File: src/rtl/cr_clic_pkg.sv
// Shared CLIC claim-path definitions: FSM encoding, default sizes, ID width derivation.
package cr_clic_pkg;

  localparam int CLIC_WIDTH  = 32;
  localparam int CLIC_PRIO_W = 8;

  typedef enum logic [1:0] {
    ST_IDLE  = 2'b00,
    ST_PEND  = 2'b01,
    ST_CLEAR = 2'b10
  } clic_state_e;

  function automatic int id_w(input int width);
    return $clog2(width);
  endfunction

endpackage

File: src/rtl/cr_clic_onehot_enc.sv
// One-hot to binary OR-encoder with zero / multi-hot detection.
module cr_clic_onehot_enc import cr_clic_pkg::*; #(
  parameter int WIDTH = CLIC_WIDTH,
  parameter int ID_W  = id_w(WIDTH)
) (
  input  logic [WIDTH-1:0] onehot,
  output logic [ID_W-1:0]  id,
  output logic             zero,
  output logic             multi
);

  // Pure OR tree: a multi-hot vector yields the OR of its indices.
  always_comb begin
    id = '0;
    for (int i = 0; i < WIDTH; i++)
      if (onehot[i]) id = id | ID_W'(i);
  end

  assign zero  = ~|onehot;
  assign multi = |(onehot & (onehot - WIDTH'(1)));

endmodule

File: src/rtl/cr_clic_sel_claim.sv
// Registers the CLIC winner, presents it on a valid/ack claim handshake and
// issues a one-cycle pending-clear pulse on each claim.
module cr_clic_sel_claim import cr_clic_pkg::*; #(
  parameter int WIDTH  = CLIC_WIDTH,
  parameter int ID_W   = id_w(WIDTH),
  parameter int PRIO_W = CLIC_PRIO_W
) (
  input  logic              clic_clk,
  input  logic              clic_rst,
  input  logic              sel_vld,
  input  logic [WIDTH-1:0]  sel_onehot,
  input  logic [PRIO_W-1:0] sel_prio,
  input  logic              core_int_ack,
  output logic              int_vld,
  output logic [ID_W-1:0]   int_id,
  output logic [PRIO_W-1:0] int_prio,
  output logic [WIDTH-1:0]  pend_clr_onehot,
  output logic              onehot_err
);

  clic_state_e      state, state_nxt;
  logic [WIDTH-1:0] hold_oh;
  logic [ID_W-1:0]  enc_id;
  logic             enc_zero, enc_multi;
  logic             cap;

  cr_clic_onehot_enc #(.WIDTH(WIDTH), .ID_W(ID_W)) u_enc (
    .onehot (sel_onehot),
    .id     (enc_id),
    .zero   (enc_zero),
    .multi  (enc_multi)
  );

  always_comb begin
    state_nxt = state;
    cap       = 1'b0;
    case (state)
      ST_IDLE: begin
        if (sel_vld && !enc_zero) begin
          cap       = 1'b1;
          state_nxt = ST_PEND;
        end
      end
      ST_PEND: begin
        // Ack beats replacement, which beats withdrawal.
        if (core_int_ack)
          state_nxt = ST_CLEAR;
        else if (sel_vld && !enc_zero && sel_prio > int_prio && sel_onehot != hold_oh)
          cap = 1'b1;
        else if (!sel_vld || (sel_onehot & hold_oh) != hold_oh)
          state_nxt = ST_IDLE;
      end
      ST_CLEAR: state_nxt = ST_IDLE;
      default:  state_nxt = ST_IDLE;
    endcase
  end

  always_ff @(posedge clic_clk) begin
    if (clic_rst) begin
      state      <= ST_IDLE;
      int_id     <= '0;
      int_prio   <= '0;
      hold_oh    <= '0;
      onehot_err <= 1'b0;
    end else begin
      state <= state_nxt;
      if (cap) begin
        int_id   <= enc_id;
        int_prio <= sel_prio;
        hold_oh  <= sel_onehot;
      end
      if (sel_vld && (enc_zero || enc_multi))
        onehot_err <= 1'b1;
    end
  end

  assign int_vld         = (state == ST_PEND);
  assign pend_clr_onehot = (state == ST_CLEAR) ? hold_oh : '0;

endmodule

File: config.mk
export PLATFORM = sky130hd
export DESIGN_NAME = cr_clic_sel_claim
export DESIGN_NICKNAME = d
export VERILOG_FILES = /design/src/rtl/cr_clic_pkg.sv /design/src/rtl/cr_clic_onehot_enc.sv /design/src/rtl/cr_clic_sel_claim.sv
export SDC_FILE = /design/constraint.sdc
export NUM_CORES = 1
export LEC_CHECK = 0
export BUFFER_PORTS_ARGS = -buffer_cell sky130_fd_sc_hd__buf_2
export CORE_MARGIN = 4
export CORE_UTILIZATION = 58
export CTS_CLUSTER_DIAMETER = 150
export CTS_CLUSTER_SIZE = 40
export DETAILED_ROUTE_END_ITERATION = 12
export PLACE_DENSITY = 0.86
export SLEW_MARGIN = 20
export SYNTH_ARGS = -nofsm -noshare
export SYNTH_HDL_FRONTEND = slang
export SYNTH_SLANG_ARGS = --single-unit
File: constraint.sdc
create_clock -name clic_clk -period 4.1 [get_ports clic_clk]
set_clock_uncertainty 0.15 [all_clocks]
set_input_delay 0.205 -clock clic_clk [delete_from_list [all_inputs] [get_ports clic_clk]]
set_output_delay 0.205 -clock clic_clk [all_outputs]
set_load 0.01 [all_outputs]
==> out/metrics.csv, run 1 <==
stage,metric,value,unit
run_status,status,finished clean,
placement,I/O Buffers,90,
flow_run,Max Cap Viol,0,
routing,drt pass-1 iters,4,
layout,Storage cell area,961,um^2
setup_path,CP required,4.17,ns
clock_tree,deepest clock path buffer count,2,
clock_tree,postcts setup bufs,0,
setup_path,CP bufs+invs,3,
sta,setup tns final,0,ns
routing,post-DR wirelength/cell,16.7,um
sta,crit share post-route,67.1,%
synthesis,Post-synth EDFFs,0,
clock_tree,H-tree depth,2,
setup_path,crit path capture type,flop,
synthesis,Synth top area share,27.1,%
layout,"Cell Count, Final, Fillers Out",589,
clock_tree,CTS Buf Count,5,
setup_path,CP Launch Type,primary input,
synthesis,post-synthesis sequential area ratio,27.1,%
clock_tree,clk sinks,48,
setup_path,crit-path cells,dlygate4sd3_1 > buf_2 > nor3b_1 > o21ai_0 > a21oi_1 > o31ai_1 > a21oi_4 > buf_4 > mux2i_1,
synthesis,Synth area leader,dfxtp_1,
floorplan,die area,7430,um^2
global_routing,initial antenna violation count,0,
sta,Slew Limit Fails,0,
placement,HPWL after DPL,7780,um
floorplan,Core Box Area,5920,um^2
sta,fmax,363,MHz
sta,"Hold Vio Cnt, Final",0,
sta,Slew HR,36.5,%
layout,Ant. Diodes,0,
sta,Worst-Margin Slew,0.952,ns
floorplan,Core Rows,28,
sta,Final WS setup,1.35,ns
routing,Routed WL,9840,um
setup_path,Critical Path Fanout Max,40,
setup_path,"slowest stage delay, CP",0.54,ns
floorplan,die width,86.2,um
synthesis,Yosys cell types,48,
layout,Layout Nets,598,
global_routing,vias in the first global route,3284,
layout,most frequent cells in the layout,"buf_2, nand2_1, dfxtp_1",
synthesis,Synth Net Count,517,
synthesis,Mapped Area,3550,um^2
clock_tree,TritonCTS clock tree,built,
floorplan,Initial Util,59.9,%
placement,DP Worst Slack,1.25,ns
routing,residual DRC count,0,
synthesis,Syn Inst Count,433,
worst_hold_path,worst min path class,primary input to flop,
layout,"most common cell after layout, fill and taps aside",buf_2,
layout,Multi-input gate area,2340,um^2
layout,share of layout cells above drive strength 1,21.8,%
layout,Fillers,526,
setup_path,Worst path slowest cell,dlygate4sd3_1,
setup_path,WS Path Type,primary input to flop,
clock_tree,Worst-Skew Late Latency,0.31,ns
clock_tree,Resized cells post-CTS,0,
clock_tree,"CTS clk-pin slew, worst paths",0.08,ns
global_routing,largest net degree at the start of global routing,80,
power_and_ir_drop,PwrDens,257,nW/um^2
synthesis,Post-Syn Area per Cell,8.19,um^2
global_routing,all-layer global routing usage,26.9,%
sta,final setup vio count,0,
synthesis,Post-synth ARST share,0,%
synthesis,predominant post-synthesis flop cell,dfxtp_1,
floorplan,I/O pins,91,
routing,DR vias/cell,5.85,
routing,via count,3443,
clock_tree,CTS Root Cell,clkbuf_8,
placement,placed cell count,581,
floorplan,Die Y,86.2,um
layout,utilization after layout,69.6,%
power_and_ir_drop,static leakage,2.04,nW
synthesis,register bit count reported by yosys,48,
setup_path,Critical Path AT,2.83,ns
global_routing,first-pass GRT wire length,16100,um
layout,Area Growth Syn to Fin,16.2,%
setup_path,"delay-heaviest family, CP",buffers and inverters,
routing,post-route ant nets,0,
sta,Period minus WS final,2.75,ns
sta,RSZ-0062 raised after global routing,no,
synthesis,dominant cells by area after synthesis,"dfxtp_1, ha_1, mux2i_1",
placement,gp weighted congestion,0.953,
global_routing,GRT Residual Overflow,0,
routing,DRT iter0 DRCs,210,
power_and_ir_drop,VDD IR-drop max,0.155,mV
synthesis,YS warnings,0,
[per-stage QoR]
stage / instance area, um^2 / hold slack (ns) / power [mW]
final: 4120 / 0.0155 / 1.06
after global routing: 4120 / 0.0327 / 1.11
after CTS: 4120 / 0.0144 / 1.06
after detailed placement: 4030 / 0.298 / 0.790
after global placement: 4030 / 0.293 / 0.782
after floorplan: 3550 / 0.158 / 0.684
[sequential cells by signal (all words and copies together), names as in the netlist]
name	cells
state	2
int_prio	8
onehot_err	1
int_id	5
hold_oh	32
[path summary, 6_finish.rpt]
| kind | from | to | slack [ns] | cells past startpoint |
|---|---|---|---|---|
| worst min register to register | int_id[3] | int_id[3] | 0.31 | 2 |
| worst max-delay path | core_int_ack | hold_oh[8] | 1.35 | 9 |
| worst min-delay path | sel_prio[0] | int_prio[0] | 0.02 | 3 |
| worst max register to register | hold_oh[0] | int_prio[4] | 1.36 | 8 |
[tightest hold or removal path, delay by kind of cell]
family	cells	cell delay, ns
multiplexers	1	0.06
buffers and inverters	1	0.11
AND/OR/NAND/NOR	1	0.05
[per-layer routing]
layer / track usage, % / share of wire [%] / up-vias
li1: - / - / 1720
met2: 47.2 / 49 / 104
met5: 0 / 0 / -
met3: 3.52 / 5.9 / 8
met4: 4.67 / 0.90 / 0
met1: 35.6 / 44 / 1611
[synthesized netlist by cell type, types with 2 or more instances]
| cell | count |
|---|---|
| nand2_1 | 73 |
| dfxtp_1 | 48 |
| inv_1 | 43 |
| ha_1 | 40 |
| mux2i_1 | 35 |
| and2_1 | 34 |
| clkbuf_1 | 16 |
| nor4_1 | 16 |
| nand4_1 | 15 |
| o21ai_0 | 11 |
| a21oi_1 | 10 |
| o31ai_1 | 10 |
| nor2_1 | 9 |
| o2111ai_1 | 9 |
| nor3_1 | 7 |
| a211oi_1 | 6 |
| nand3_1 | 5 |
| or4_1 | 5 |
| nor2b_1 | 4 |
| nor4_4 | 3 |
| or4_4 | 3 |
| a31oi_1 | 2 |
| and4_1 | 2 |
| buf_6 | 2 |
| o211ai_1 | 2 |
[cell type report]
class                   instances  share of cell area, %
multi-input cells             321                   56.8
flip-flops and latches         48                   23.3
repair buffers                 93                   11.5
inverters                      45                   4.13
well taps                      75                   2.28
clock buffers                   6                   1.76
clock inverters                 1                  0.122
[what timing repair did]
| action | 4_1_cts | 5_1_grt |
|---|---|---|
| hold endpoints to repair | 1 | 0 |
| hold buffers | 1 | 0 |
| endpoints found under the setup margin | 0 | 0 |
[cell families (layout without fill, tap and decap cells)]
family	Yosys count	in the layout	synth area share, %
adder cells (fa/ha/maj)	41	41	14.4
AO/OA/AOI/OAI	61	61	12.1
AND/OR/NAND/NOR	184	184	29.4
multiplexers	35	35	9.88
flip-flops	48	48	27.1
buffers and inverters	64	145	7.20
[power by group]
group,internal [mW],switching [mW]
sequential,0.500,0.0252
clock,0.116,0.157
combinational,0.102,0.156
Power figures use the tool's default switching activity.
==> run 2, diff against run 1 <==
--- a/config.mk
+++ b/config.mk
@@ -7,11 +7,11 @@
 export LEC_CHECK = 0
 export BUFFER_PORTS_ARGS = -buffer_cell sky130_fd_sc_hd__buf_2
 export CORE_MARGIN = 4
-export CORE_UTILIZATION = 58
+export CORE_UTILIZATION = 49
 export CTS_CLUSTER_DIAMETER = 150
 export CTS_CLUSTER_SIZE = 40
 export DETAILED_ROUTE_END_ITERATION = 12
-export PLACE_DENSITY = 0.86
+export PLACE_DENSITY = 0.78
 export SLEW_MARGIN = 20
 export SYNTH_ARGS = -nofsm -noshare
 export SYNTH_HDL_FRONTEND = slang
==> constraint.sdc (replaced) <==
create_clock -name clic_clk -period 2.37 [get_ports clic_clk]
set_clock_uncertainty 0.15 [all_clocks]
set_input_delay 0.1185 -clock clic_clk [delete_from_list [all_inputs] [get_ports clic_clk]]
set_output_delay 0.1185 -clock clic_clk [all_outputs]
set_load 0.01 [all_outputs]
==> out/metrics.csv, run 2 (synthesized netlist as in run 1, its figures left out) <==
stage,metric,value,unit,change
clock_tree,TritonCTS clock tree,built,,
floorplan,Core Box Area,6910,um^2,+17%
routing,post-DR wirelength/cell,17.9,um,+6.9%
clock_tree,CTS Root Cell,clkbuf_8,,
layout,Layout Nets,672,,+12%
clock_tree,Worst-Skew Late Latency,0.31,ns,about the same
setup_path,Critical Path Fanout Max,5,,-88%
routing,via count,3974,,+15%
clock_tree,"CTS clk-pin slew, worst paths",0.11,ns,+0.03 ns
placement,gp weighted congestion,0.941,,-1.2%
worst_hold_path,hold path endpoint,hold_oh[0],,
routing,DRT iter0 DRCs,263,,+25%
layout,cell area after layout,5130,um^2,+25%
layout,Ant. Diodes,0,,unchanged
routing,Routed WL,12200,um,+24%
power_and_ir_drop,VDD IR-drop max,0.386,mV,+150%
setup_path,Worst path slowest cell,dlygate4sd3_1,,
placement,HPWL after DPL,8890,um,+14%
floorplan,Initial Util,51.3,%,-8.5 points
global_routing,vias in the first global route,3649,,+11%
setup_path,worst r2r dst,int_prio[7],,
setup_path,crit path capture type,flop,,
sta,Slew HR,67.4,%,+31 points
sta,"Hold Vio Cnt, Final",0,,unchanged
routing,post-route ant nets,0,,unchanged
layout,max reg flops,32,,unchanged
setup_path,critical path's most frequent cell,buf_4,,
floorplan,Die Y,93.1,um,+8.0%
setup_path,CP Launch Type,primary input,,
global_routing,GRT Residual Overflow,0,,unchanged
layout,utilization after layout,74.3,%,+4.7 points
setup_path,CP required,2.46,ns,-1.71 ns
worst_hold_path,worst min path class,primary input to flop,,
flow_run,Max Cap Viol,0,,unchanged
clock_tree,H-tree depth,2,,unchanged
placement,I/O Buffers,90,,unchanged
sta,final setup vio count,0,,unchanged
layout,Reg with most FFs,hold_oh,,
sta,RSZ-0062 raised after global routing,yes,,
power_and_ir_drop,Total Power,2.39,mW,+130%
floorplan,I/O pins,91,,unchanged
global_routing,all-layer global routing usage,25.7,%,-1.1 points
clock_tree,CTS Buf Count,5,,unchanged
layout,"most common cell after layout, fill and taps aside",buf_2,,
setup_path,Critical Path AT,2.43,ns,-0.40 ns
layout,most frequent cells in the layout,"buf_2, nand2_1, buf_4",,
setup_path,Worst R2R Start,hold_oh[28],,
floorplan,die width,93.1,um,+8.0%
layout,Area Growth Syn to Fin,44.7,%,
power_and_ir_drop,static leakage,2.50,nW,+23%
routing,DR vias/cell,5.80,,-0.75%
floorplan,Core Rows,30,,+7.1%
power_and_ir_drop,PwrDens,465,nW/um^2,+81%
sta,Period minus WS final,2.34,ns,
sta,crit share post-route,98.8,%,
global_routing,first-pass GRT wire length,18100,um,+12%
placement,Post-Place Cell Area,4450,um^2,+11%
sta,Worst-Margin Slew,0.485,ns,-0.467 ns
clock_tree,clk sinks,48,,unchanged
global_routing,initial antenna violation count,0,,unchanged
layout,share of layout cells above drive strength 1,33.4,%,+12 points
setup_path,reg-to-reg setup timing slack,0.04,ns,-1.32 ns
layout,largest registers,"hold_oh: 32 flops, int_prio: 8 flops, int_id: 5 flops",,
sta,hold slack,0.0362,ns,+0.0207 ns
floorplan,die area,8660,um^2,+17%
setup_path,WS Path Type,primary input to flop,,
sta,Slew Limit Fails,0,,unchanged
worst_hold_path,HP Start,sel_onehot[0],,
setup_path,Reg2Reg Depth,10,,+2
global_routing,largest net degree at the start of global routing,40,,-50%
sta,fmax,427,MHz,
worst_hold_path,Worst Hold Depth,4,,+1
routing,drt pass-1 iters,5,,+1
setup_path,crit-path cells,dlygate4sd3_1 > buf_2 > ha_4 > a21o_1 > a21oi_2 > nor2b_2 > o31ai_4 > a21oi_4 > buf_12 > buf_4 > buf_4 > o31ai_1,,
clock_tree,deepest clock path buffer count,2,,unchanged
routing,residual DRC count,0,,unchanged
setup_path,"slowest stage delay, CP",0.54,ns,about the same
run_status,status,finished clean,,
==> run 2: changes by cell type in the layout (fill, tap and decap cells not counted), sizes merged <==
| cell | previous run | this run |
|---|---|---|
| dlymetal6s4s | 0 | 1 |
| buf | 92 | 147 |
| bufinv | 0 | 3 |
| clkinv | 3 | 1 |
| inv | 43 | 44 |
| clkbuf | 6 | 9 |
| dlygate4sd3 | 1 | 15 |
==> run 2: cell type report <==
type | instances | area (um^2)
multi-input combinational | 321 | 2510
fill | 520 | 1770
timing repair buffer | 167 | 1200
sequential | 48 | 970
inverter | 45 | 169
tap | 96 | 120
clock inverter | 3 | 90.1
clock buffer | 5 | 68.8
==> run 2: worst max-delay path, delay by kind of cell <==
family | cells | cell delay, ns
buffers and inverters | 5 | 1.11
AOI/OAI and AO/OA | 5 | 0.88
and+or+nand+nor | 1 | 0.08
adders and majority gates | 1 | 0.24
==> run 2: how the worst max path moves through the flow <==
stage,start,endpoint,slack [ns],cells past startpoint
2_1_floorplan,sel_onehot[0],onehot_err,-0.24,7
3_3_place_gp,sel_onehot[0],onehot_err,-0.27,7
3_5_place_dp,sel_onehot[0],onehot_err,-0.25,7
4_1_cts,sel_prio[1],int_prio[4],0.02,10
5_1_grt,hold_oh[28],int_prio[7],-0.04,10
6_report,sel_prio[5],int_prio[2],0.03,12
==> run 2: routing by layer <==
metal  part of all wire [%]  track usage [%]  vias to the layer above
met5                      0                0                        -
met4                    2.6             5.74                        0
met3                    7.5             2.57                       31
met2                     48             44.5                      208
met1                     42             34.5                     1869
li1                       -                -                     1866
==> run 2: report_power, final <==
group          internal, mW  switching (mW)
combinational         0.302           0.334
clock                 0.528           0.308
sequential            0.867          0.0464
==> run 2: stage by stage <==
step | TNS (ns) | worst slack [ns] | cells
after floorplan | -0.237 | -0.237 | 433
after global placement | -0.265 | -0.265 | 650
after detailed placement | -0.286 | -0.248 | 650
after CTS | 0 | 0.0229 | 674
after global routing | -0.237 | -0.0425 | 685
final | 0 | 0.0289 | 685
==> run 2: what timing repair did <==
item                                    4_1_cts  5_1_grt
hold buffers                                 16        0
cloned                                        0        5
endpoints found under the setup margin       27       41
resized for setup                             1       30
hold endpoints to repair                     18        0
setup buffers                                 0        7
pin swaps                                     0       13
